**config.mk**
```make
export PLATFORM = sky130hd
export DESIGN_NAME = buffered_fifo_ctrl
export DESIGN_NICKNAME = d
export VERILOG_FILES = /design/src/rtl/buffered_fifo_ctrl.sv
export SDC_FILE = /design/constraint.sdc
export NUM_CORES = 1
export LEC_CHECK = 0
export CORE_AREA = 3 3 119 109
export DETAILED_ROUTE_END_ITERATION = 8
export DIE_AREA = 0 0 122 112
export PLACE_DENSITY_LB_ADDON = 0.25
export SETUP_SLACK_MARGIN = 0.02
export SYNTH_ARGS = -nofsm -noshare
export SYNTH_HDL_FRONTEND = slang
export SYNTH_SLANG_ARGS = --single-unit
```
**constraint.sdc**
```tcl
create_clock -name inclk -period 8.4 [get_ports inclk]
set_input_delay 1.26 -clock inclk [delete_from_list [all_inputs] [get_ports inclk]]
set_output_delay 1.26 -clock inclk [all_outputs]
set_load 0.01 [all_outputs]
```
**src/rtl/buffered_fifo_ctrl.sv**
```systemverilog
// Show-ahead FIFO controller for a buffered_ram with 2-cycle read latency.
// A 3-entry skid buffer absorbs the RAM latency so the stream runs at full rate.
module buffered_fifo_ctrl #(
   parameter int p_addresswidth = 4,
   parameter int p_datawidth    = 16
) (
   input  logic                      inclk,
   input  logic                      inrst,
   input  logic                      in_wrreq,
   input  logic [p_datawidth-1:0]    in_wrdata,
   output logic                      out_full,
   input  logic                      in_rdack,
   output logic                      out_rdvalid,
   output logic [p_datawidth-1:0]    out_rddata,
   output logic [p_addresswidth+1:0] out_usedw,
   output logic                      out_overflow,
   output logic                      out_underflow,
   output logic                      out_ram_wren,
   output logic [p_addresswidth-1:0] out_ram_wraddress,
   output logic [p_datawidth-1:0]    out_ram_wrdata,
   output logic [p_addresswidth-1:0] out_ram_rdaddress,
   input  logic [p_datawidth-1:0]    in_ram_rddata
);

   localparam int AW = p_addresswidth;
   localparam int DW = p_datawidth;
   localparam int UW = p_addresswidth + 2;
   localparam logic [AW:0] RAM_FULL = (AW+1)'(2**AW);

   logic [AW-1:0]         wptr_q, wptr_d, rptr_q, rptr_d;
   logic [AW:0]           ram_used_q, ram_used_d;
   logic [1:0]            vld_pipe_q, vld_pipe_d;
   logic [2:0][DW-1:0]    skid_q, skid_d;
   logic [1:0]            skid_cnt_q, skid_cnt_d;
   logic [UW-1:0]         usedw_q, usedw_d;
   logic                  ovf_q, udf_q;
   logic                  push, pop, issue, capture;
   logic [2:0]            pending;
   logic [1:0]            wr_idx;

   assign out_full    = (ram_used_q == RAM_FULL);
   assign out_rdvalid = (skid_cnt_q != 2'd0);
   assign push        = in_wrreq & ~out_full;
   assign pop         = in_rdack & out_rdvalid;
   assign capture     = vld_pipe_q[1];

   // Words already committed downstream of the RAM after this cycle's pop.
   assign pending = 3'(vld_pipe_q[0]) + 3'(vld_pipe_q[1]) + 3'(skid_cnt_q) - 3'(pop);
   assign issue   = (ram_used_q != '0) & (pending < 3'd3);
   assign wr_idx  = skid_cnt_q - 2'(pop);

   assign out_ram_wren      = push;
   assign out_ram_wraddress = wptr_q;
   assign out_ram_wrdata    = in_wrdata;
   assign out_ram_rdaddress = rptr_q;
   assign out_rddata        = skid_q[0];
   assign out_usedw         = usedw_q;
   assign out_overflow      = ovf_q;
   assign out_underflow     = udf_q;

   always_comb begin
      wptr_d     = wptr_q + AW'(push);
      rptr_d     = rptr_q + AW'(issue);
      ram_used_d = ram_used_q + (AW+1)'(push) - (AW+1)'(issue);
      vld_pipe_d = {vld_pipe_q[0], issue};
      skid_cnt_d = skid_cnt_q + 2'(capture) - 2'(pop);
      skid_d     = skid_q;
      if (pop) begin
         skid_d[0] = skid_q[1];
         skid_d[1] = skid_q[2];
      end
      // Capture lands behind whatever survives this cycle's pop.
      for (int i = 0; i < 3; i++)
         if (capture && wr_idx == 2'(i)) skid_d[i] = in_ram_rddata;
      usedw_d = UW'(ram_used_d) + UW'(vld_pipe_d[0]) + UW'(vld_pipe_d[1]) + UW'(skid_cnt_d);
   end

   always_ff @(posedge inclk) begin
      if (inrst) begin
         wptr_q     <= '0;
         rptr_q     <= '0;
         ram_used_q <= '0;
         vld_pipe_q <= '0;
         skid_q     <= '0;
         skid_cnt_q <= '0;
         usedw_q    <= '0;
         ovf_q      <= 1'b0;
         udf_q      <= 1'b0;
      end else begin
         wptr_q     <= wptr_d;
         rptr_q     <= rptr_d;
         ram_used_q <= ram_used_d;
         vld_pipe_q <= vld_pipe_d;
         skid_q     <= skid_d;
         skid_cnt_q <= skid_cnt_d;
         usedw_q    <= usedw_d;
         ovf_q      <= ovf_q | (in_wrreq & out_full);
         udf_q      <= udf_q | (in_rdack & ~out_rdvalid);
      end
   end

endmodule

```
# --- Word-level counts from Yosys, hierarchy flattened ---
# Index checks and enable logic that the tools add are counted.
totals:
  wordCells: 48
  reg_bits: 73
  out_inout_bits: 51
op_classes:
  muxes: 3
  n_reduce_logical: 8
  n_bitwise: 9
  magnitude_cmp: 1
  n_addsub: 13
  n_eq_ne: 3
ops:
  columns: ["cell", "n"]
  rows:
  - ["$mux 16", 2]
  - ["$mux 32", 1]
  - ["$add 4x1->4", 2]
  - ["$add 5x1->6", 1]
  - ["$add 6x1->6", 1]
  - ["$add 6x2->6", 1]
  - ["$reduce_bool 2->1", 3]
  - ["$add 5x1->5", 1]
  - ["$and 1x1->1", 5]
  - ["$eq 5x5->1 const B", 1]
  - ["$reduce_bool 5->1", 1]
  - ["$sub 5x1->5", 1]
  - ["$sub 2x1->2", 2]
  - ["$add 2x2->3", 1]
  - ["$logic_and 1x1->1", 3]
  - ["$lt 3x2->1 const B", 1]
  - ["$sub 3x1->3", 1]
  - ["$add 1x1->2", 1]
  - ["$add 2x1->2", 1]
  - ["$eq 2x1->1 const B", 1]
  - ["$eq 2x2->1 const B", 1]
  - ["$logic_not 2->1", 1]
  - ["$not 1->1", 2]
  - ["$or 1x1->1", 2]

# --- Logic depth before layout (Yosys ltp) ---
# Gate-level depths: netlist (run 1).
logic_depth:
  ltp_word: 9
  depth_mapped: 23
  ltp_nobuf: 22

# --- Worst setup path after synthesis (run 1) ---
# Ideal clock, no wire load.
synth_timing:
  kind: "input -> register"
  from: "input port in_rdack"
  to: "register usedw_q[4] (netlist: out_usedw[4])"
  required_time_ns: 8.269
  slack_ns: 3.031
  t_arrival_ns: 5.239
  n_path_buf: 1
  stages: 20
  path_cell_list: "nand2_2 -> buf_4 -> inv_1 -> ha_1 -> fa_1 -> inv_1 -> fa_1 -> inv_1 -> o221ai_1 -> inv_1 -> ha_1 -> inv_1 -> ha_1 -> fa_1 -> ha_1 -> fa_1 -> a21oi_1 -> a2111o_1 -> a22o_1 -> a21oi_2"
synth_via:
  elab_chain_cells: 8
  elab_cells_between_ends: 9
  classes_between: "add/sub: 6; order compare: 1; bitwise: 2"
synth_rtl:
  columns: ["item", "line", "text"]
  rows:
  - ["start, declared", "12", "input logic in_rdack,"]
  - ["$and 1x1->1", "44", "assign pop = in_rdack & out_rdvalid;"]
  - ["$sub 3x1->3", "48", "assign pending = 3'(vld_pipe_q[0]) + 3'(vld_pipe_q[1]) + 3'(skid_cnt_q) - 3'(pop);"]
  - ["$lt 3x2->1", "49", "assign issue = (ram_used_q != '0) & (pending < 3'd3);"]
  - ["$and 1x1->1", "49", null]
  - ["net issue", "37", "logic push, pop, issue, capture;"]
  - ["$sub 5x1->5", "64", "ram_used_d = ram_used_q + (AW+1)'(push) - (AW+1)'(issue);"]
  - ["net ram_used_d[1]", "31", "logic [AW:0] ram_used_q, ram_used_d;"]
  - ["$add 5x1->6", "75", "usedw_d = UW'(ram_used_d) + UW'(vld_pipe_d[0]) + UW'(vld_pipe_d[1]) + UW'(skid_cnt_d);"]
  - ["$add 6x1->6", "75", null]
  - ["$add 6x2->6", "75", null]
  - ["end signal, assigned", "96", "usedw_q <= usedw_d;"]
  - ["end, declared", "35", "logic [UW-1:0] usedw_q, usedw_d;"]
# The timed path passes the listed nets, and every way through them passes these cells.
# A chain may end at the register's enable or synchronous reset.

# --- Worst setup path after layout (run 1) ---
# Ends and elaborated chain as after synthesis.

==> results of run 1 <==
layer usage:
metal  track usage  wire length, um  vias to the layer above
li1              -                -                     1232
met1         0.143             3450                     1109
met2         0.166             3060                       40
met3        0.0315              308                       11
met4        0.0665              180                        0
met5             0                0                        -
metrics by stage:
step	hold slack, ps	area, um^2
global route	521	4260
CTS	485	4260
finish	477	4260
detailed placement	471	3970
global placement	449	3970
floorplan	460	3530
worst max-delay path: stages:
cell and delay [ps]:
clkdlybuf4s50_1 440, nand2_2 70, buf_4 460, inv_1 150, ha_1 330, fa_1 160, inv_1 50, fa_1 480
inv_1 40, o221ai_1 320, inv_1 120, ha_1 290, inv_1 40, ha_1 210, fa_1 470, ha_1 340
fa_1 470, a21oi_1 200, a2111o_1 150, a22o_1 140, a21oi_2 50
worst max-delay path by stage:
stage                   from            to  slack, ps  cells after the start
finish              in_rdack  out_usedw[4]       2330                     21
CTS                 in_rdack  out_usedw[4]       2300                     21
global placement    in_rdack  out_usedw[4]       2100                     21
detailed placement  in_rdack  out_usedw[4]       1940                     21
global route        in_rdack  out_usedw[4]       1960                     23
floorplan           in_rdack  out_usedw[4]       3030                     20
cells by family (layout without fill, tap and decap cells):
logic type,Yosys count,count (layout),share of synthesized area
AOI/OAI and AO/OA,46,46,0.0964
xor gates and xnor gates,12,12,0.0337
adders and majority gates,22,22,0.0886
buffers and inverters,70,94,0.114
DFF,73,73,0.414
muxes,48,48,0.136
and+or+nand+nor,89,89,0.117
synth_stat cells (all sizes together):
cell type | n | area [um^2]
dfxtp | 73 | 1460
nor2 | 62 | 233
mux2i | 48 | 480
buf | 40 | 292
a211oi | 32 | 240
inv | 20 | 75.1
ha | 17 | 213
nor2b | 11 | 68.8
clkbuf | 10 | 37.5
xnor2 | 7 | 61.3
a21oi | 6 | 33.8
fa | 5 | 100
nand3 | 5 | 25.0
xor2 | 4 | 35.0
nand2 | 3 | 13.8
a21o | 2 | 15.0
a2111o | 1 | 11.3
a211o | 1 | 8.76
a22o | 1 | 8.76
a31oi | 1 | 6.26
and2b | 1 | 10.0
and3 | 1 | 6.26
and3b | 1 | 8.76
nand4 | 1 | 6.26
nor3 | 1 | 16.3
nor4 | 1 | 6.26
o221ai | 1 | 8.76
o31ai | 1 | 7.51
or2 | 1 | 6.26
or4 | 1 | 11.3
xnor3 | 1 | 22.5
state kept, by name, indices dropped and copies added, names as in the netlist:
signal and flops:
out_overflow 1, out_ram_rdaddress 4, out_ram_wraddress 4, out_rddata 16, out_underflow 1, out_usedw 6
ram_used_q 5, skid_cnt_q 2, skid_q 32, vld_pipe_q 2
power by group through the flow:
| stage | clock [mW] | combinational (mW) | sequential, mW |
|---|---|---|---|
| 2_1_floorplan | 0 | 0.772 | 0.472 |
| 3_3_place_gp | 0 | 1.00 | 0.473 |
| 3_5_place_dp | 0 | 0.999 | 0.474 |
| 4_1_cts | 0.391 | 1.01 | 0.467 |
| 5_1_grt | 0.404 | 1.15 | 0.475 |
| 6_report | 0.377 | 0.997 | 0.466 |
cell type report:
| cell class | instances | area, um^2 | area share |
|---|---|---|---|
| repair buffers | 58 | 566 | 0.133 |
| well taps | 160 | 200 | 0.0470 |
| clock inverters | 5 | 56.3 | 0.0132 |
| flip-flops and latches | 73 | 1460 | 0.343 |
| inverters | 20 | 75.1 | 0.0176 |
| multi-input cells | 217 | 1660 | 0.391 |
| clock buffers | 11 | 233 | 0.0547 |
==> results.json, run 1 <==
{
  "avgViaCountPerCell": 4.40,
  "hold_class": "reg -> reg",
  "criticalPathCategory": "in -> reg",
  "cts_resized": 0,
  "fin_crit_sh": 0.722,
  "power_density_mw_per_mm2": 432,
  "power.net_switching_mw": 0.688,
  "run_status": "completed",
  "clk_latency_ps": 340,
  "drt_iter0_drc": 76,
  "most_frequent_cells_in_the_layout": "73 x dfxtp_1, 62 x nor2_1, 53 x clkdlybuf4s50_1",
  "power_frac_seq": 0.253,
  "cts_sinks": 73,
  "drive_gt1_frac": 0.0651,
  "report.power.total_mw": 1.84,
  "worst-endpoint-required_ps": 8590,
  "layout.cells.most_common": "dfxtp_1",
  "ys_seq_elements": 73,
  "synth_area_mm2": 0.00353,
  "grt_overflow": 0,
  "tritoncts": "built",
  "r2r.worst_path.cells": 21,
  "final.min_clock_period_ps": 6070,
  "cell_internal_pwr_mw": 1.15,
  "path_max_fanout": 33,
  "critical_path.reg2reg.startpoint": "skid_cnt_q[1]",
  "synth_area_per_inst_um2": 9.80,
  "holdCritStartpoint": "out_underflow",
  "num_vias": 2392,
  "power_switching_share": 0.374,
  "cts-root-buf": "clkbuf_16",
  "yosys_synthesis_warning_count": 0,
  "pre_cts_slack_ps": 1940,
  "effective_utilization_at_floorplan": 0.296,
  "drt_wl_total_mm": 7.00,
  "destination_of_the_worst_hold_path": "out_underflow",
  "route.detailed.drc": 0,
  "io-pin-count": 87,
  "timing.critical_path.from_type": "input port",
  "syn_inst": 360,
  "area_delta_synth_final_pct": 20.6,
  "post-dp-hpwl_mm": 4.64,
  "headroom_to_the_max_slew_limit": 0.230,
  "grt_pass1_vias": 2430,
  "grt_antenna_before_repair": 0,
  "die_height_um": 112,
  "place_inst": 528,
  "cts_buffer_depth": 2,
  "core_area_mm2": 0.0119,
  "cts_hold_buffers": 0,
  "final-instance-count-excl-fill": 544,
  "clock_share_of_power": 0.205,
  "num-nets-final": 437,
  "tightest_slew_ps": 1150,
  "ys_seq_area_frac": 0.414,
  "arrival_ps": 6260,
  "globalRouteTotalUtil": 0.112,
  "finalWeightedCongestion": 0.761,
  "portBuffers": 54,
  "final_hold_viol_count": 0,
  "synthesis.nets": 418,
  "maxSlewViolCount": 0,
  "fmax_mhz": 165,
  "antenna_cells_inserted": 0,
  "cp-end-kind": "flop",
  "combPwrFrac": 0.542,
  "nFillCells": 1200,
  "r2r_end": "out_usedw[4]",
  "setup_total_negative_slack_ps": 0,
  "core.rowCount": 38,
  "skew_ps": 9.30,
  "wire_length_of_the_first_global_routing_pass_mm": 12.0,
  "cellLeakagePower_nw": 1.81,
  "post-route-util": 0.357,
  "yosysUniqueCellTypes": 36,
  "max_cap_viol_count": 0,
  "postCtsSetupRepairBufs": 0,
  "cts_buf_count": 9,
  "worst_hold_path.num_cells": 2,
  "wire_per_inst_um": 12.9,
  "rsz_0062_raised_after_global_routing": "no",
  "irDropWorstVdd_mv": 0.218,
  "final-setup-viol-count": 0,
  "h-tree-depth": 3,
  "die_w_um": 122,
  "die_area_mm2": 0.0137,
  "first_pass_iters": 4,
  "postRouteAntennaNets": 0,
  "r2r_slack_ps": 3010,
  "clk_pin_slew_ps": 60,
  "layout_setup_ws_ps": 2330,
  "largest_net_degree_at_the_start_of_global_routing": 74
}
Note: power is estimated with default switching activity, not from simulation.
==> inputs of run 2 (changes only) <==
- clock period: 8.4 -> 5.8 ns (I/O delays scaled with it)
==> run 2 against run 1 <==
Effect of this change: critical path type unchanged; sequential cell count unchanged; critical path depth decreased by 1; via count increased by 0.84%; total power increased by 46%; largest cell class unchanged.
==> results.json, run 2 (synthesized netlist as in run 1, its figures left out) <==
{
  "hold_class": "reg -> reg",
  "clk_latency_ps": 330,
  "skew_ps": 4.60,
  "area_delta_synth_final_pct": 21.1,
  "post_dp_cell_area_mm2": 0.00397,
  "final.min_clock_period_ps": 5060,
  "num-nets-final": 437,
  "h-tree-depth": 3,
  "timing.critical_path.from_type": "input port",
  "crit_path_start": "in_rdack",
  "cts_resized": 0,
  "cts_buffer_depth": 2,
  "number_of_flip_flops_under_the_largest_register_name": 32,
  "wire_length_of_the_first_global_routing_pass_mm": 11.9,
  "worst-endpoint-required_ps": 5980,
  "final-setup-viol-count": 0,
  "final_hold_viol_count": 0,
  "power_density_mw_per_mm2": 627,
  "largest_register": "skid_q",
  "num_vias": 2412,
  "pre_cts_slack_ps": 366,
  "layout_setup_ws_ps": 743,
  "io-pin-count": 87,
  "fin_area_mm2": 0.00427,
  "effective_utilization_at_floorplan": 0.296,
  "fin_crit_sh": 0.872,
  "antenna_cells_inserted": 0,
  "postRouteAntennaNets": 0,
  "place_inst": 528,
  "avgViaCountPerCell": 4.43,
  "cp-end-kind": "flop",
  "holdCritStartpoint": "out_overflow",
  "route.detailed.drc": 0,
  "grt_antenna_before_repair": 0,
  "finalWeightedCongestion": 0.777,
  "portBuffers": 54,
  "grt_overflow": 0,
  "run_status": "completed",
  "tightest_slew_ps": 1090,
  "most_frequent_cells_in_the_layout": "73 x dfxtp_1, 62 x nor2_1, 53 x clkdlybuf4s50_1",
  "die_area_mm2": 0.0137,
  "setup_total_negative_slack_ps": 0,
  "cellLeakagePower_nw": 1.82,
  "cts-root-buf": "clkbuf_16",
  "fmax_mhz": 198,
  "tritoncts": "built",
  "largest_net_degree_at_the_start_of_global_routing": 74,
  "maxSlewViolCount": 0,
  "cts_sinks": 73,
  "drive_gt1_frac": 0.0677,
  "critical_path.reg2reg.startpoint": "skid_cnt_q[1]",
  "drt_iter0_drc": 74,
  "cts_hold_buffers": 0,
  "core.rowCount": 38,
  "die_height_um": 112,
  "wire_per_inst_um": 12.5,
  "irDropWorstVdd_mv": 0.266,
  "final-instance-count-excl-fill": 544,
  "first_pass_iters": 6,
  "rsz_0062_raised_after_global_routing": "no",
  "clk_pin_slew_ps": 50,
  "path_max_fanout": 3,
  "post-dp-hpwl_mm": 4.55,
  "drt_wl_total_mm": 6.79,
  "die_w_um": 122,
  "max_cap_viol_count": 0,
  "cts_buf_count": 9,
  "nFillCells": 1211,
  "headroom_to_the_max_slew_limit": 0.274,
  "post-route-util": 0.358,
  "arrival_ps": 5240,
  "layout.cells.most_common": "dfxtp_1",
  "criticalPathCategory": "in -> reg",
  "postCtsSetupRepairBufs": 0,
  "core_area_mm2": 0.0119,
  "grt_pass1_vias": 2350,
  "globalRouteTotalUtil": 0.109
}
[run 2: changes by cell type in the layout (fill, tap and decap cells not counted), sizes merged]
cell	delta
clkbuf	+1
clkinv	-1
[run 2: layout make-up]
class                           count  area, um^2  area share
Sequential cell                    73        1460       0.342
Timing Repair Buffer               58         566       0.132
Tap cell                          160         200      0.0468
Inverter                           20        75.1      0.0176
Multi-Input combinational cell    217        1660       0.389
Clock buffer                       12         256      0.0600
Clock inverter                      4        51.3      0.0120
[run 2: per-layer routing]
layer	global-route usage	part of all wire	vias up
met5	0	0	-
met4	0.0597	0.024	0
met3	0.0330	0.040	9
met2	0.152	0.44	43
met1	0.150	0.50	1129
li1	-	-	1231
[run 2: worst max-delay path, cell delays in order]
cell	delay, ps
clkdlybuf4s50_1	490
nand2_2	60
inv_1	70
ha_1	230
fa_1	360
inv_1	70
fa_1	410
inv_1	70
o221ai_1	190
inv_1	120
ha_1	230
inv_1	50
ha_1	190
fa_1	440
ha_1	340
fa_1	480
a21oi_1	210
a2111o_1	150
a22o_1	150
a21oi_2	50
[run 2: path summary, 6_finish.rpt]
| kind | depth (start not counted) | slack (ps) | end |
|---|---|---|---|
| setup / recovery | 20 | 740 | out_usedw[4] |
| hold / removal | 2 | 470 | out_overflow |
| setup reg to reg | 20 | 1050 | out_usedw[4] |
| hold reg to reg | 2 | 470 | out_overflow |
[run 2: power by group]
part / internal [mW] / switching, mW
Combinational: 0.714 / 0.727
Sequential: 0.620 / 0.0546
Clock: 0.356 / 0.208
Total: 1.69 / 0.990
[run 2: stage by stage]
stage               hold slack, ps  power, mW
detailed placement             464       2.14
CTS                            477       2.73
global placement               446       2.14
floorplan                      460       1.80
finish                         466       2.68
global route                   497       2.93
==> inputs of run 3 (changes only) <==
- CORE_AREA: 3 3 119 109 -> 3 3 113 115
- DIE_AREA: 0 0 122 112 -> 0 0 116 118
- GPL_ROUTABILITY_DRIVEN: default -> 0
==> run 3 against run 2 <==
Effect of this change: cell area grew 0.15%; sequential power hardly changed; non-clock buffer count is the same; total power is 1.3% higher; die area up 0.18%; setup slack got worse by 39 ps; critical path depth is the same; global-route usage decreased by 0.13 points; highest routed layer unchanged; clock power rose by 8.1%.
==> results.json, run 3 (synthesized netlist as in run 1, its figures left out) <==
{
  "timing.critical_path.from_type": "input port",
  "nFillCells": 1220,
  "tritoncts": "built",
  "route.detailed.drc": 0,
  "post-dp-hpwl_mm": 4.61,
  "area.sequential_mm2": 0.00146,
  "area_delta_synth_final_pct": 21.3,
  "fmax_mhz": 196,
  "num-nets-final": 437,
  "antenna_cells_inserted": 0,
  "cp-end-kind": "flop",
  "fin_crit_sh": 0.879,
  "final-setup-viol-count": 0,
  "tightest_slew_ps": 1130,
  "power_density_mw_per_mm2": 634,
  "num_vias": 2402,
  "portBuffers": 54,
  "cellLeakagePower_nw": 1.83,
  "cts_hold_buffers": 0,
  "worst-endpoint-required_ps": 5990,
  "finalHoldWorstSlack_ps": 478,
  "most_frequent_cells_in_the_layout": "73 x dfxtp_1, 62 x nor2_1, 53 x clkdlybuf4s50_1",
  "drive_gt1_frac": 0.0677,
  "postRouteAntennaNets": 0,
  "cts_buf_count": 9,
  "io-pin-count": 87,
  "drt_iter0_drc": 40,
  "core.rowCount": 40,
  "wire_length_of_the_first_global_routing_pass_mm": 11.7,
  "headroom_to_the_max_slew_limit": 0.246,
  "place_inst": 515,
  "rsz_0062_raised_after_global_routing": "no",
  "cts-root-buf": "clkbuf_16",
  "h-tree-depth": 3,
  "final_hold_viol_count": 0,
  "max_cap_viol_count": 0,
  "globalRouteTotalUtil": 0.108,
  "critical-path-max-stage-delay_ps": 500,
  "clk_latency_ps": 330,
  "cts_resized": 0,
  "die_height_um": 118,
  "wire_per_inst_um": 13.2,
  "report.power.total_mw": 2.71,
  "worstPathCellList": "clkdlybuf4s50_1, nand2_2, inv_1, ha_1, fa_1, inv_1, fa_1, inv_1, o221ai_1, inv_1, ha_1, inv_1, ha_1, fa_1, ha_1, fa_1, a21oi_1, a2111o_1, a22o_1, a21oi_2",
  "clk_pin_slew_ps": 60,
  "avgViaCountPerCell": 4.52,
  "multiInputGateArea_mm2": 0.00166,
  "hold_class": "reg -> reg",
  "maxSlewViolCount": 0,
  "largest_register": "skid_q",
  "worst_path_most_repeated_cell": "inv_1",
  "postCtsSetupRepairBufs": 0,
  "worst_path_max_delay_cell": "clkdlybuf4s50_1",
  "cts_sinks": 73,
  "layout.cells.most_common": "dfxtp_1",
  "number_of_flip_flops_under_the_largest_register_name": 32,
  "drt_wl_total_mm": 6.99,
  "run_status": "completed",
  "grt_pass1_vias": 2365,
  "final-instance-count-excl-fill": 531,
  "die_w_um": 116,
  "irDropWorstVdd_mv": 0.349,
  "grt_antenna_before_repair": 0,
  "criticalPathCategory": "in -> reg",
  "final.min_clock_period_ps": 5100,
  "largest_net_degree_at_the_start_of_global_routing": 74,
  "cts_buffer_depth": 2,
  "effective_utilization_at_floorplan": 0.296,
  "arrival_ps": 5280,
  "die_area_mm2": 0.0137,
  "skew_ps": 7.52,
  "path_max_fanout": 3,
  "setup_total_negative_slack_ps": 0,
  "core_area_mm2": 0.0119,
  "first_pass_iters": 4,
  "grt_overflow": 0
}
run 3: metrics by stage:
stage	utilization	cell area, um^2	setup slack, ps
2_1_floorplan	-	3530	821
3_3_place_gp	0.332	3950	457
3_5_place_dp	0.332	3950	335
4_1_cts	0.359	4280	700
5_1_grt	0.359	4280	400
6_report	0.359	4280	704
run 3: layer usage:
metal | vias to the layer above | wire [um] | global-route usage
li1 | 1231 | - | -
met3 | 10 | 303 | 0.0303
met5 | - | 0 | 0
met4 | 0 | 131 | 0.0500
met2 | 36 | 3180 | 0.158
met1 | 1125 | 3370 | 0.145
run 3: worst paths after layout:
check | start | to | slack [ps] | depth (start not counted)
max reg2reg | skid_cnt_q[1] | out_usedw[4] | 1020 | 20
min reg2reg | out_overflow | out_overflow | 480 | 2
min | out_overflow | out_overflow | 480 | 2
max | in_rdack | out_usedw[4] | 700 | 20
run 3: report_power, final:
group	total [mW]	internal (mW)	leakage [nW]	switching (mW)
Combinational	1.43	0.708	1.08	0.719
Sequential	0.677	0.620	0.595	0.0569
Clock	0.611	0.401	0.163	0.209
Total	2.71	1.73	1.83	0.985
run 3: cell type report:
| type | count | share of cell area |
|---|---|---|
| sequential | 73 | 0.341 |
| timing repair buffer | 58 | 0.132 |
| tap | 147 | 0.0430 |
| clock buffer | 12 | 0.0599 |
| inverter | 20 | 0.0175 |
| multi-input combinational | 217 | 0.389 |
| clock inverter | 4 | 0.0172 |
run 3: critical path, delay by kind of cell:
| family | cells | cell delay [ps] |
|---|---|---|
| AND/OR/NAND/NOR | 1 | 60 |
| adder cells (fa/ha/maj) | 8 | 2680 |
| AO/OA/AOI/OAI | 5 | 780 |
| buffers and inverters | 6 | 900 |
